**src/rtl/debounce_timer_arbiter.sv**
```systemverilog
// Round-robin arbiter sharing one settle-interval timer among N_CH debounce channels.
// Outputs are decoded from registered state only; req never reaches an output combinationally.
module debounce_timer_arbiter #(
    parameter int N_CH      = 4,
    parameter int COUNT_MAX = 20,
    parameter int CNT_W     = $clog2(COUNT_MAX),
    parameter int ID_W      = $clog2(N_CH)
) (
    input  logic              clk,
    input  logic              reset,
    input  logic [N_CH-1:0]   req,
    output logic [N_CH-1:0]   grant,
    output logic [N_CH-1:0]   done,
    output logic              busy,
    output logic [ID_W-1:0]   owner
);

    localparam logic [1:0] IDLE   = 2'd0;
    localparam logic [1:0] TIMING = 2'd1;
    localparam logic [1:0] DONE   = 2'd2;

    localparam logic [ID_W-1:0]  LAST_ID  = ID_W'(N_CH - 1);
    localparam logic [CNT_W-1:0] CNT_LAST = CNT_W'(COUNT_MAX - 1);

    logic [1:0]       state;
    logic [ID_W-1:0]  ptr;
    logic [ID_W-1:0]  next_ptr;
    logic [ID_W-1:0]  pick;
    logic             pick_valid;
    logic [CNT_W-1:0] cnt;

    // Explicit wrap keeps non-power-of-two channel counts in range.
    always_comb begin
        next_ptr = (owner == LAST_ID) ? '0 : owner + ID_W'(1);
    end

    // First requesting channel at or after ptr, wrapping modulo N_CH.
    always_comb begin
        int              idx;
        logic [ID_W-1:0] cand;
        pick       = '0;
        pick_valid = 1'b0;
        idx        = 0;
        cand       = '0;
        for (int unsigned i = 0; i < N_CH; i++) begin
            idx = int'(ptr) + int'(i);
            if (idx >= N_CH) begin
                idx = idx - N_CH;
            end
            cand = ID_W'(idx);
            if (!pick_valid && req[cand]) begin
                pick_valid = 1'b1;
                pick       = cand;
            end
        end
    end

    always_ff @(posedge clk or posedge reset) begin
        if (reset) begin
            state <= IDLE;
            owner <= '0;
            ptr   <= '0;
            cnt   <= '0;
        end else begin
            case (state)
                IDLE: begin
                    if (pick_valid) begin
                        owner <= pick;
                        cnt   <= '0;
                        state <= TIMING;
                    end
                end
                TIMING: begin
                    // Abort outranks expiry on the final count.
                    if (!req[owner]) begin
                        state <= IDLE;
                        ptr   <= next_ptr;
                        cnt   <= '0;
                    end else if (cnt == CNT_LAST) begin
                        state <= DONE;
                    end else begin
                        cnt <= cnt + CNT_W'(1);
                    end
                end
                DONE: begin
                    state <= IDLE;
                    ptr   <= next_ptr;
                    cnt   <= '0;
                end
                default: begin
                    state <= IDLE;
                end
            endcase
        end
    end

    always_comb begin
        grant = '0;
        done  = '0;
        busy  = (state != IDLE);
        if (busy) begin
            grant[owner] = 1'b1;
        end
        if (state == DONE) begin
            done[owner] = 1'b1;
        end
    end

endmodule

```
**config.mk**
```make
export PLATFORM = sky130hd
export DESIGN_NAME = debounce_timer_arbiter
export DESIGN_NICKNAME = d
export VERILOG_FILES = /design/src/rtl/debounce_timer_arbiter.sv
export SDC_FILE = /design/constraint.sdc
export NUM_CORES = 1
export LEC_CHECK = 0
export ABC_AREA = 1
export CORE_AREA = 8 8 80 68
export DETAILED_ROUTE_END_ITERATION = 8
export DIE_AREA = 0 0 88 76
export SLEW_MARGIN = 20
export SYNTH_ARGS = -nofsm -noshare
export SYNTH_HDL_FRONTEND = slang
export SYNTH_SLANG_ARGS = --single-unit
export TNS_END_PERCENT = 100
```
**constraint.sdc**
```tcl
create_clock -name clk -period 3.4 [get_ports clk]
set_input_delay 0.68 -clock clk [delete_from_list [all_inputs] [get_ports clk]]
set_output_delay 0.68 -clock clk [all_outputs]
set_load 0.02 [all_outputs]
```
Word level (Yosys, flattened, before mapping)
Index checks and enable logic that the tools add are counted.
W data, S select, Z words.

storage, ports and cells
  flip-flop bits (word level) = 11
  output and inout port bits = 11
  word-level logic and storage cells = 83
  input bits = 6

operators by class
  order comparisons = 10
  equality and inequality tests = 8
  $add $sub $neg = 9
  reduce and logical (&&, ||, !) cells = 15
  muxes and demuxes = 37

operators by type and width
  operator               count
  $mux W2                13
  $lt A2 B3 Y1 const B   5
  $mux W5                3
  $pmux W5 S3            1
  $bmux W1 S2            5
  $mux W1                10
  $ge A3 B3 Y1 const B   3
  $mux W4                2
  $pmux W2 S2            2
  $sub A2 B1 Y2 const B  4
  $add A2 B2 Y3 const B  2
  $ne A3 B3 Y1 const B   2
  $reduce_and A2 Y1      3
  $add A5 B1 Y5 const B  1
  $eq A5 B5 Y1 const B   1
  $eq A2 B2 Y1 const B   2
  $logic_and A1 B1 Y1    4
  $ne A2 B2 Y1 const B   2
  $reduce_bool A2 Y1     2
  $add A2 B1 Y3 const B  1
  $ge A2 B3 Y1 const B   1
  $logic_not A1 Y1       3
  $reduce_and A3 Y1      1
  $reduce_bool A3 Y1     1
  5 further kinds        5

Longest topological paths before layout
  depth in word-level cells = 16
  gate-level depth with buffers = 11
  mapped depth without buffers = 11

Least setup slack after synthesis
Ideal clock, no wire load.

  path type = reg-to-output
  from = register owner[0]
  to = output done[2]
  path buffers = 0
  arrival time = 1.130 ns
  path slack = 1.590 ns
  stages on the path, launching flop included = 5
  data required time = 2.720 ns
  cell sequence = dfrtp_1 -> inv_1 -> ha_1 -> inv_1 -> nor2_1

between the ends
  cells in the longest elaborated chain, start to end = 5
  elaborated cells between the ends (all ways) = 6
  classes of those cells = order compare: 2; mux: 3; reduce/logical: 1

ends and longest elaborated chain
  element                                                                    RTL line  text
  start: declaration                                                         15        output logic [ID_W-1:0] owner
  start signal: assignment                                                   68        owner <= pick;
  $lt A2 B3 Y1 (implied by the code) / $ge A2 B1 Y1 (equally long branches)  105       done[owner] = 1'b1;
  $logic_and A1 B1 Y1 (implied by the code)                                  105
  $mux W1 (implied by the code)                                              105
  $demux W1 S2 (*)                                                           105
  $mux W4 (*)                                                                104       if (state == DONE) begin
  end: declaration                                                           13        output logic [N_CH-1:0] done,

Mark *: on every way between the ends. The rest lies on a longest branch, timed or not.

Final worst setup path
  from = register state[0]
  to = output grant[3]

between the ends
  cells in the longest elaborated chain, start to end = 2

ends and longest elaborated chain
  element                   RTL line  text
  start: declaration        25        logic [1:0] state;
  start signal: assignment  60        state <= IDLE;
  start signal: assignment  70        state <= TIMING;
  start signal: assignment  76        state <= IDLE;
  $reduce_bool A2 Y1        100       busy = (state != IDLE);
  $mux W4                   101       if (busy) begin
  end: declaration          12        output logic [N_CH-1:0] grant,

Every way passes these cells.

==> results.cfg <==
[drt]
drtIter0Drc = 40
drc = 0
drt_wl_total_mm = 2.409
drt-pass1-iter-count = 4
ant_nets = 0
wl_per_cell_um = 10.43
viasPerCell = 4.177
vias = 965

[timing]
min_period_over_period = 0.7412
hold_ws_ns = 0.5083
skew_ns = 0.001633
tightest_slew_ns = 0.6048
maxSlewViolCount = 0
finalSetupViolCount = 0
fin_crit_ns = 2.520
relSlewSlack = 0.5953
fmax_mhz = 396.8
rsz0062_at_grt = false
tns_ns = 0
hold_viol = 0

[flow_run]
max_cap_viol_count = 0

[synth]
synth_warnings = 0
synth_nets = 163
synth-async-reset-ratio = 1.000
ys_ff_latch = 11
synth_area_per_cell_um2 = 6.602
synth_edf_count = 0
ys_types = 22
synth_ff_type = dfrtp_1
synthesis.instances = 152
ys_seq_area_frac = 0.2743
syn-cell-area_um2 = 1003

[floorplanning]
rows = 22
die-area_um2 = 6688
die_width_um = 88
pin_count = 17
core_region_area_um2 = 4267
initial_core_util = 0.2352
die_y_um = 76

[worst_setup_path]
rr_endpoint = owner[1]
timing.rr.start = ptr[0]
r2r_setup_slack_ns = 1.71
path_class = flip-flop to primary output
start_kind = flip-flop
worstRegToRegCells = 11
cp.arrival_ns = 1.84
cp_data_required_time_ns = 2.72
worst_setup_path_end_kind = primary output
path_max_fanout = 7

[pwr]
total_leakage_power_nw = 0.6388
p_per_area_nw_per_um2 = 865.9
ir_drop_v = 0.0002989

[finish]
design_area_um2 = 1272
fill_cells = 461
most-common-layout-cells = 49 x nand2_1, 21 x inv_1, 18 x nor2_1
post-route-util = 0.2982
syn_to_final_growth_pct = 26.81
final_common_cell = nand2_1
antenna_cells = 0
layout-drive-gt1-share = 0.1287
fin_nets = 183

[grt]
grt_use_total = 0.08061
overflow = 0
grt_pass1_wl_mm = 4.298
first_global_vias = 969
grt_max_degree = 15
antenna_found_initial = 0

[clock_tree]
postCtsHoldBufs = 0
root_buffer = clkbuf_8
cts.path.max_buffers = 2
clkTransAtPathRegs_ns = 0.05
cts_max_level = 1
numCtsBuffers = 3
cts.sinks = 11
post_cts_buffers = 0
cts_resized = 0
clkLatencyLatePin_ns = 0.24
cts_tree = yes

[worst_hold_path]
holdCritPathClass = flip-flop to flip-flop
hp-start = cnt[1]
hold_path_end = cnt[1]
hold_depth = 2

[status]
outcome = completed

[placement]
io_buffer_count = 16
gp_congestion = 0.8008
place_area_um2 = 1227
dp_hpwl_mm = 1.915
[layer usage]
metal  GRT usage  share of wire  vias up
li1            -              -      510
met1     0.09675           0.48      436
met2      0.1255           0.46       14
met3     0.02155          0.040        5
met4     0.04460          0.018        0
met5           0              0        -
[logic make-up (layout without fill, tap and decap cells)]
| kind of cell | after synthesis | count (layout) | share of synthesized area |
|---|---|---|---|
| xor+xnor | 2 | 2 | 0.01746 |
| flops | 11 | 11 | 0.2743 |
| fa+ha+maj | 5 | 5 | 0.06234 |
| compound gates | 11 | 11 | 0.06609 |
| buf+inv | 25 | 44 | 0.1010 |
| simple gates | 98 | 98 | 0.4788 |
[critical path, cell delays in order, from the launching register on]
cell,delay [ns]
dfrtp_1,0.40
nor2_1,0.50
nor2_1,0.13
clkdlybuf4s50_1,0.58
[cell type report]
class,count,area [µm²],area share
Timing Repair Buffer,16,160.2,0.1259
Inverter,24,90.09,0.07080
Multi-Input combinational cell,116,626.9,0.4926
Sequential cell,11,275.3,0.2163
Clock buffer,4,45.04,0.03540
Tap cell,60,75.07,0.05900
[registers in the layout (all words and copies together) (netlist names)]
name	cells
owner	2
state	2
cnt	5
ptr	2
[per-stage QoR]
| step | instances | total power [mW] | worst slack (ns) |
|---|---|---|---|
| 3_3_place_gp | 227 | 0.9741 | 1.150 |
| 6_report | 231 | 1.102 | 0.8801 |
| 3_5_place_dp | 227 | 0.9762 | 1.154 |
| 4_1_cts | 231 | 1.117 | 0.8763 |
| 5_1_grt | 231 | 1.224 | 0.7392 |
| 2_1_floorplan | 152 | 0.7953 | 1.590 |
[power breakdown]
part	switching (mW)	total [mW]	leakage, nW	internal [mW]
Sequential	0.0767	0.251	0.141	0.174
Clock	0.0487	0.131	0.0228	0.0823
Combinational	0.456	0.720	0.475	0.264
[worst max-delay path by stage]
| stage | start | to | slack [ns] | depth (start not counted) |
|---|---|---|---|---|
| after floorplan | owner[0] | done[2] | 1.59 | 4 |
| after global placement | owner[0] | grant[0] | 1.15 | 5 |
| after detailed placement | req[3] | cnt[2] | 1.15 | 8 |
| after CTS | owner[0] | grant[0] | 0.88 | 5 |
| after global routing | owner[0] | grant[0] | 0.74 | 5 |
| final | state[0] | grant[3] | 0.88 | 3 |
[cell usage after synthesis, types with 3 or more instances]
| cell type | n | area share |
|---|---|---|
| nand2_1 | 49 | 0.18 |
| inv_1 | 21 | 0.079 |
| nor2_1 | 18 | 0.067 |
| nand3_1 | 15 | 0.075 |
| dfrtp_1 | 11 | 0.27 |
| nand2_2 | 6 | 0.037 |
| ha_1 | 5 | 0.062 |
| a21oi_1 | 3 | 0.015 |
| inv_2 | 3 | 0.011 |
| nand2_4 | 3 | 0.034 |
| nand3_2 | 3 | 0.030 |
(Power assumes the default switching activity.)
